--- src/rtl/alarm_ring_ctrl.sv ---
`timescale 1ns/1ps
// -----------------------------------------------------------------------------
// alarm_ring_ctrl
//
// Decides when the alarm fires and runs the ring / snooze / stop state
// machine.  While ringing it drives a gated square-wave buzzer (1 s beep,
// 1 s silence).  Sits directly downstream of the time counter.
//
// Ports:
//   CLK           system clock (100 kHz)
//   RESETN        synchronous, active-low reset
//   CUR_TIME      current time  {HOUR[16:12], MIN[11:6], SEC[5:0]}, 24 h
//   ALARM_TIME    programmed alarm time, same format
//   ALARM_EN      alarm armed (level)
//   SETTING_BUSY  time/alarm setting in progress; masks triggers
//   STOP_BTN      debounced stop button, active-high level
//   SNOOZE_BTN    debounced snooze button, active-high level
//   BUZZER        tone output
//   RINGING       FSM is in RINGING
//   SNOOZED       FSM is in SNOOZE
//   SNOOZE_CNT    snoozes used in the current alarm event
//   SNOOZE_TIME   pending snooze target; 0 when not snoozed
// -----------------------------------------------------------------------------
module alarm_ring_ctrl #(
  parameter int TONE_DIV         = 25,
  parameter int RING_TIMEOUT_SEC = 60,
  parameter int SNOOZE_MIN       = 5,
  parameter int MAX_SNOOZE       = 3
) (
  input  logic        CLK,
  input  logic        RESETN,
  input  logic [16:0] CUR_TIME,
  input  logic [16:0] ALARM_TIME,
  input  logic        ALARM_EN,
  input  logic        SETTING_BUSY,
  input  logic        STOP_BTN,
  input  logic        SNOOZE_BTN,
  output logic        BUZZER,
  output logic        RINGING,
  output logic        SNOOZED,
  output logic [1:0]  SNOOZE_CNT,
  output logic [16:0] SNOOZE_TIME
);

  localparam int TONE_W = (TONE_DIV > 1) ? $clog2(TONE_DIV) : 1;
  localparam logic [TONE_W-1:0] TONE_LAST = TONE_W'(TONE_DIV - 1);
  localparam logic [6:0]        RING_LAST = 7'(RING_TIMEOUT_SEC - 1);
  localparam logic [1:0]        MAX_CNT   = 2'(MAX_SNOOZE);
  localparam logic [6:0]        SNZ_ADD   = 7'(SNOOZE_MIN);

  typedef enum logic [1:0] {
    ST_IDLE    = 2'd0,
    ST_RINGING = 2'd1,
    ST_SNOOZE  = 2'd2
  } state_t;

  state_t              state_reg, state_next;
  logic [5:0]          prev_sec_reg;
  logic                sec_valid_reg;
  logic [6:0]          ring_sec_reg, ring_sec_next;
  logic [1:0]          snooze_cnt_reg, snooze_cnt_next;
  logic [16:0]         snooze_time_reg, snooze_time_next;
  logic [TONE_W-1:0]   tone_cnt_reg, tone_cnt_next;
  logic                buzzer_reg, buzzer_next;

  // ---------------------------------------------------------------------------
  // Button rising-edge detectors: index 0 = STOP, index 1 = SNOOZE.
  // A held button produces exactly one rise.
  // ---------------------------------------------------------------------------
  logic [1:0] btn_in;
  logic [1:0] btn_q_reg;
  logic [1:0] btn_rise;

  assign btn_in = {SNOOZE_BTN, STOP_BTN};

  generate
    for (genvar gi = 0; gi < 2; gi++) begin : g_btn
      always_ff @(posedge CLK) begin
        if (!RESETN) begin
          btn_q_reg[gi] <= 1'b0;
        end else begin
          btn_q_reg[gi] <= btn_in[gi];
        end
      end
      assign btn_rise[gi] = btn_in[gi] & ~btn_q_reg[gi];
    end
  endgenerate

  logic stop_rise;
  logic snooze_rise;
  assign stop_rise   = btn_rise[0];
  assign snooze_rise = btn_rise[1];

  // ---------------------------------------------------------------------------
  // Second strobe and time matches.  sec_valid stays low for the first cycle
  // after reset so a CUR_TIME that already equals ALARM_TIME cannot fire.
  // ---------------------------------------------------------------------------
  logic new_sec;
  logic alarm_hit;
  logic snz_hit;

  assign new_sec   = sec_valid_reg & (CUR_TIME[5:0] != prev_sec_reg);
  assign alarm_hit = new_sec & (CUR_TIME == ALARM_TIME);
  assign snz_hit   = new_sec & (CUR_TIME == snooze_time_reg);

  // ---------------------------------------------------------------------------
  // Snooze target: CUR_TIME + SNOOZE_MIN minutes, wrapping minutes into the
  // hour and the hour past midnight.  Seconds are carried over unchanged.
  // ---------------------------------------------------------------------------
  logic [6:0]  min_sum;
  logic [6:0]  snz_min;
  logic [5:0]  snz_hour;
  logic [16:0] snz_target;

  assign min_sum = {1'b0, CUR_TIME[11:6]} + SNZ_ADD;

  always_comb begin
    snz_min  = min_sum;
    snz_hour = {1'b0, CUR_TIME[16:12]};
    if (min_sum >= 7'd60) begin
      snz_min  = min_sum - 7'd60;
      snz_hour = {1'b0, CUR_TIME[16:12]} + 6'd1;
    end
    if (snz_hour >= 6'd24) begin
      snz_hour = 6'd0;
    end
    snz_target = {snz_hour[4:0], snz_min[5:0], CUR_TIME[5:0]};
  end

  // ---------------------------------------------------------------------------
  // Ring / snooze / stop FSM.
  // ---------------------------------------------------------------------------
  always_comb begin
    state_next       = state_reg;
    snooze_cnt_next  = snooze_cnt_reg;
    snooze_time_next = snooze_time_reg;
    ring_sec_next    = ring_sec_reg;

    // Seconds spent ringing, saturating so it can never wrap back to 0.
    if ((state_reg == ST_RINGING) && new_sec && (ring_sec_reg != 7'h7F)) begin
      ring_sec_next = ring_sec_reg + 7'd1;
    end

    case (state_reg)
      ST_IDLE: begin
        if (ALARM_EN && !SETTING_BUSY && alarm_hit) begin
          state_next      = ST_RINGING;
          ring_sec_next   = 7'd0;
          snooze_cnt_next = 2'd0;
        end
      end

      ST_RINGING: begin
        // Stop conditions take priority, so STOP beats a simultaneous SNOOZE.
        if (stop_rise || !ALARM_EN || (new_sec && (ring_sec_reg == RING_LAST))) begin
          state_next       = ST_IDLE;
          snooze_cnt_next  = 2'd0;
          snooze_time_next = 17'd0;
        end else if (snooze_rise && (snooze_cnt_reg < MAX_CNT)) begin
          state_next       = ST_SNOOZE;
          snooze_cnt_next  = snooze_cnt_reg + 2'd1;
          snooze_time_next = snz_target;
        end
      end

      ST_SNOOZE: begin
        if (stop_rise || !ALARM_EN) begin
          state_next       = ST_IDLE;
          snooze_cnt_next  = 2'd0;
          snooze_time_next = 17'd0;
        end else if (snz_hit && !SETTING_BUSY && ALARM_EN) begin
          state_next       = ST_RINGING;
          ring_sec_next    = 7'd0;
          snooze_time_next = 17'd0;
        end
      end

      default: begin
        state_next       = ST_IDLE;
        snooze_cnt_next  = 2'd0;
        snooze_time_next = 17'd0;
      end
    endcase
  end

  // ---------------------------------------------------------------------------
  // Buzzer: square wave only during even ring seconds of RINGING; otherwise
  // the divider is held at 0 and the pin is low.
  // ---------------------------------------------------------------------------
  logic tone_active;
  assign tone_active = (state_reg == ST_RINGING) & ~ring_sec_reg[0];

  always_comb begin
    tone_cnt_next = '0;
    buzzer_next   = 1'b0;
    if (tone_active) begin
      if (tone_cnt_reg == TONE_LAST) begin
        tone_cnt_next = '0;
        buzzer_next   = ~buzzer_reg;
      end else begin
        tone_cnt_next = tone_cnt_reg + 1'b1;
        buzzer_next   = buzzer_reg;
      end
    end
  end

  // ---------------------------------------------------------------------------
  // State registers
  // ---------------------------------------------------------------------------
  always_ff @(posedge CLK) begin
    if (!RESETN) begin
      state_reg       <= ST_IDLE;
      prev_sec_reg    <= 6'd0;
      sec_valid_reg   <= 1'b0;
      ring_sec_reg    <= 7'd0;
      snooze_cnt_reg  <= 2'd0;
      snooze_time_reg <= 17'd0;
      tone_cnt_reg    <= '0;
      buzzer_reg      <= 1'b0;
    end else begin
      state_reg       <= state_next;
      prev_sec_reg    <= CUR_TIME[5:0];
      sec_valid_reg   <= 1'b1;
      ring_sec_reg    <= ring_sec_next;
      snooze_cnt_reg  <= snooze_cnt_next;
      snooze_time_reg <= snooze_time_next;
      tone_cnt_reg    <= tone_cnt_next;
      buzzer_reg      <= buzzer_next;
    end
  end

  assign BUZZER      = buzzer_reg;
  assign RINGING     = (state_reg == ST_RINGING);
  assign SNOOZED     = (state_reg == ST_SNOOZE);
  assign SNOOZE_CNT  = snooze_cnt_reg;
  assign SNOOZE_TIME = snooze_time_reg;

endmodule

--- config.mk ---
export PLATFORM = sky130hd
export DESIGN_NAME = alarm_ring_ctrl
export DESIGN_NICKNAME = d
export VERILOG_FILES = /design/src/rtl/alarm_ring_ctrl.sv
export SDC_FILE = /design/constraint.sdc
export NUM_CORES = 1
export LEC_CHECK = 0
export CORE_MARGIN = 2
export CORE_UTILIZATION = 30
export CTS_CLUSTER_DIAMETER = 150
export DETAILED_ROUTE_END_ITERATION = 8
export PLACE_DENSITY = 0.65
export REMOVE_ABC_BUFFERS = 1
export SYNTH_ARGS = -nofsm -noshare
export SYNTH_HDL_FRONTEND = slang
export SYNTH_SLANG_ARGS = --single-unit
--- constraint.sdc ---
create_clock -name CLK -period 2.7 [get_ports CLK]
set_clock_uncertainty 0.1 [all_clocks]
set_input_delay 0.27 -clock CLK [delete_from_list [all_inputs] [get_ports CLK]]
set_output_delay 0.27 -clock CLK [all_outputs]
set_load 0.005 [all_outputs]
==> out/results.txt <==
Top post-synthesis cells by count -> 43 x dfxtp_1, 35 x xnor2_1, 28 x nand2_1, 22 x xor2_1, 20 x nor2_1
Delay-heaviest family, CP -> compound AO/OA/AOI/OAI gates
Slowest cell delay on critical path -> 0.46 ns
Filler instances -> 801
Worst hold path cell count -> 1
Site Rows -> 33
Number of global-route vias before repair -> 2182
Number of vias per cell after detailed routing -> 4.96
TNS Setup -> 0 ns
Critical path required time -> 2.82 ns
RePlAce Congestion -> 0.877
Number of design-rule violations left by the first detailed-router iteration -> 103
Number of unique standard cell types used by synthesis -> 58
Synth area leaders -> dfxtp_1 33%, xnor2_1 12%, xor2_1 7.4%, nand2_1 4.1%, ha_1 3.9%
Library cell with the largest summed area after synthesis -> dfxtp_1
Synth Register Bits -> 43
Number of ports placed on the die boundary -> 62
Power density over the cells -> 372 nW/µm²
Antenna Violating Nets Remaining -> 0
Overflow left after global routing -> 0
Outcome -> complete, no violations
Overall die area -> 9410 µm²
Maxcap violations -> 0
Clock Pin Slew Worst Setup and Hold Paths -> 0.08 ns
Cell area after placement -> 3440 µm²
Setup-violating endpoint count in the final report -> 0
Cell with the largest stage delay on the worst path -> clkdlybuf4s50_1
Average instance area after synthesis -> 9.07 µm²
Cell count of the worst reg-to-reg path -> 7
Final min period -> 2.47 ns
Fmax -> 404 MHz
Syn Inst Count -> 286
Final core utilization -> 42.5%
Top FF cell, synth -> dfxtp_1
Detailed Place HPWL -> 5.50 mm
Worst hold start -> tone_cnt_reg[0]$_SDFF_PP0_
Count of buffers inserted at the top-level ports -> 61
Crit start category -> input pin
Layout-stage area growth over the synthesis result -> 36.1%
WP buf/inv -> 1
Post-route design area -> 3530 µm²
Depth of the CTS H-tree -> 2
Critical path class -> input pin to register
Fraction of synthesized cell area taken by the top area cell type -> 33.2%
FF-to-FF Start -> prev_sec_reg[2]$_SDFF_PN0_
Count of vias placed by the detailed router -> 2328
Register-to-register setup slack -> 0.57 ns
Number of antenna violations at the first check in global routing -> 0
Final WL -> 6.91 mm
Ratio of final minimum period to clock period -> 91.7%
Synthesized area -> 2590 µm²
Sequential fraction of the synthesis area -> 33.2%
Final setup margin -> 0.225 ns
Worst-path fanout max -> 5
Class of the tightest hold or removal check -> register to register
Ratio of cells with drive above 1 in the final layout -> 11.5%
Number of buffers on the longest clock path -> 2
Category of the worst setup path capture point -> register
Final routed DRC violation total -> 0
Height of the chip -> 97.0 µm
Leakage Power -> 1.28 nW
Wire length per cell after detailed routing -> 14.7 µm
Root Driver -> clkbuf_8
Global-route wire length before repair -> 11.1 mm
Initial core utilization -> 31.3%
CTS tree -> yes
Total GRT Usage -> 14.6%
Critical register-to-register path endpoint -> SNOOZE_TIME[6]$_SDFFE_PN0P_
End point of the worst hold path -> tone_cnt_reg[0]$_SDFF_PP0_
Transition time at the pin with the least slew margin -> 0.462 ns
Hold buffer count at cts -> 0
Max reg flops -> 17
IR drop worst, VDD -> 0.163 mV
Number of synthesized flops with an enable pin -> 0
Most frequently used cell type in the post-synthesis netlist -> dfxtp_1
Number of nets at the end of the flow -> 412
Worst max-slew margin expressed relative to the limit -> 69.0%
Yosys synthesis warning count -> 0
Ordered list of cells on the worst path -> clkdlybuf4s50_1 > a21oi_1 > xnor2_1 > ha_1 > nand3b_1 > mux2_2 > nand4_1 > a221oi_1 > o21ai_2 > o22ai_1
Post-CTS resize count -> 0
Total core area -> 8300 µm²
# diodes -> 0
Place WS -> -0.0559 ns
Async set-reset flop share out of synthesis -> 0%
Largest net degree at the start of global routing -> 34
Count of TritonRoute iterations in the first routing pass -> 4
Post-CTS Repair Setup Buffers -> 0
Number of sinks handled by clock tree synthesis -> 43
Number of pins with negative max-slew slack in the final report -> 0
Horizontal die dimension -> 97.0 µm
Inserted Clock Buffers -> 5
Insertion delay of the later-clocked pin in the worst-skew pair -> 0.29 ns
Signal arrival time at the worst endpoint -> 2.60 ns
Number of endpoints with negative hold slack in the final report -> 0
Setup repair after global routing missed its margin -> false
metal layers:
metal | routed length [µm] | track usage [%] | part of all wire (%) | vias to the layer above
met5 | 0 | 0 | 0 | -
met4 | 124 | 4.88 | 1.8 | 0
met3 | 399 | 2.82 | 5.8 | 9
met2 | 2970 | 21.3 | 43 | 74
met1 | 3410 | 21.5 | 49 | 1073
li1 | - | - | - | 1172
metrics by stage:
stage	total power, W	hold WS, ns	cells
2_1_floorplan	0.000772	0.198	275
3_3_place_gp	0.000916	0.344	462
3_5_place_dp	0.000918	0.354	462
4_1_cts	0.00133	0.372	469
5_1_grt	0.00137	0.403	469
6_report	0.00131	0.365	469
cells in the final DEF (no fill, tap or decap), types with 3 or more instances in the layout:
cell	count
o2bb2ai_1	6
nand2_1	28
buf_4	20
inv_1	6
nand4b_1	3
mux2i_1	5
o22ai_1	11
and2_1	9
nand4_1	13
xor2_1	22
nand3_1	9
clkbuf_8	6
nor2_1	20
nor3_1	5
clkdlybuf4s50_1	61
a21oi_1	6
ha_1	8
nand2b_1	3
xnor2_1	35
dfxtp_1	43
worst register-to-register path: cells and delay by family (launching register included):
family                    cells  cell delay, ns
xor gates and xnor gates      1            0.15
buffers and inverters         1            0.16
DFF                           1            0.31
AOI/OAI and AO/OA             2            0.46
and+or+nand+nor               3            0.86
how the worst max path moves through the flow:
stage / start / to / slack, ns / cells past startpoint
after floorplan: CUR_TIME[6] / SNOOZE_TIME[15]$_SDFFE_PN0P_ / 0.52 / 9
after global placement: CUR_TIME[6] / SNOOZE_TIME[15]$_SDFFE_PN0P_ / 0.03 / 10
after detailed placement: CUR_TIME[7] / SNOOZE_TIME[15]$_SDFFE_PN0P_ / -0.06 / 10
after CTS: CUR_TIME[7] / SNOOZE_TIME[15]$_SDFFE_PN0P_ / 0.24 / 10
after global routing: CUR_TIME[7] / SNOOZE_TIME[13]$_SDFFE_PN0P_ / 0.06 / 10
final: CUR_TIME[7] / SNOOZE_TIME[15]$_SDFFE_PN0P_ / 0.23 / 10
power breakdown:
| part | internal [W] | leakage (nW) | switching (W) | total, W |
|---|---|---|---|---|
| combinational | 0.000138 | 0.883 | 0.000123 | 0.000261 |
| clock | 0.000201 | 0.0470 | 0.000208 | 0.000409 |
| sequential | 0.000641 | 0.349 | 0.00000310 | 0.000644 |
| total | 0.000979 | 1.28 | 0.000335 | 0.00131 |
cells by family (layout without fill, tap and decap cells):
| group | after synthesis | after routing | share of synthesized area, % |
|---|---|---|---|
| xor gates and xnor gates | 57 | 57 | 19.2 |
| adders and majority gates | 8 | 8 | 3.86 |
| AOI/OAI and AO/OA | 45 | 45 | 14.0 |
| buffers and inverters | 17 | 95 | 3.28 |
| and+or+nand+nor | 110 | 110 | 24.0 |
| muxes | 6 | 6 | 2.36 |
| DFF | 43 | 43 | 33.2 |
cell type report:
cell class | count | area (µm²) | area share, %
Tap cell | 105 | 131 | 3.72
Sequential cell | 43 | 861 | 24.4
Inverter | 6 | 22.5 | 0.638
Multi-Input combinational cell | 226 | 1650 | 46.7
Timing Repair Buffer | 82 | 781 | 22.1
Clock inverter | 1 | 5.00 | 0.142
Clock buffer | 6 | 82.6 | 2.34
(Power assumes the default switching activity.)
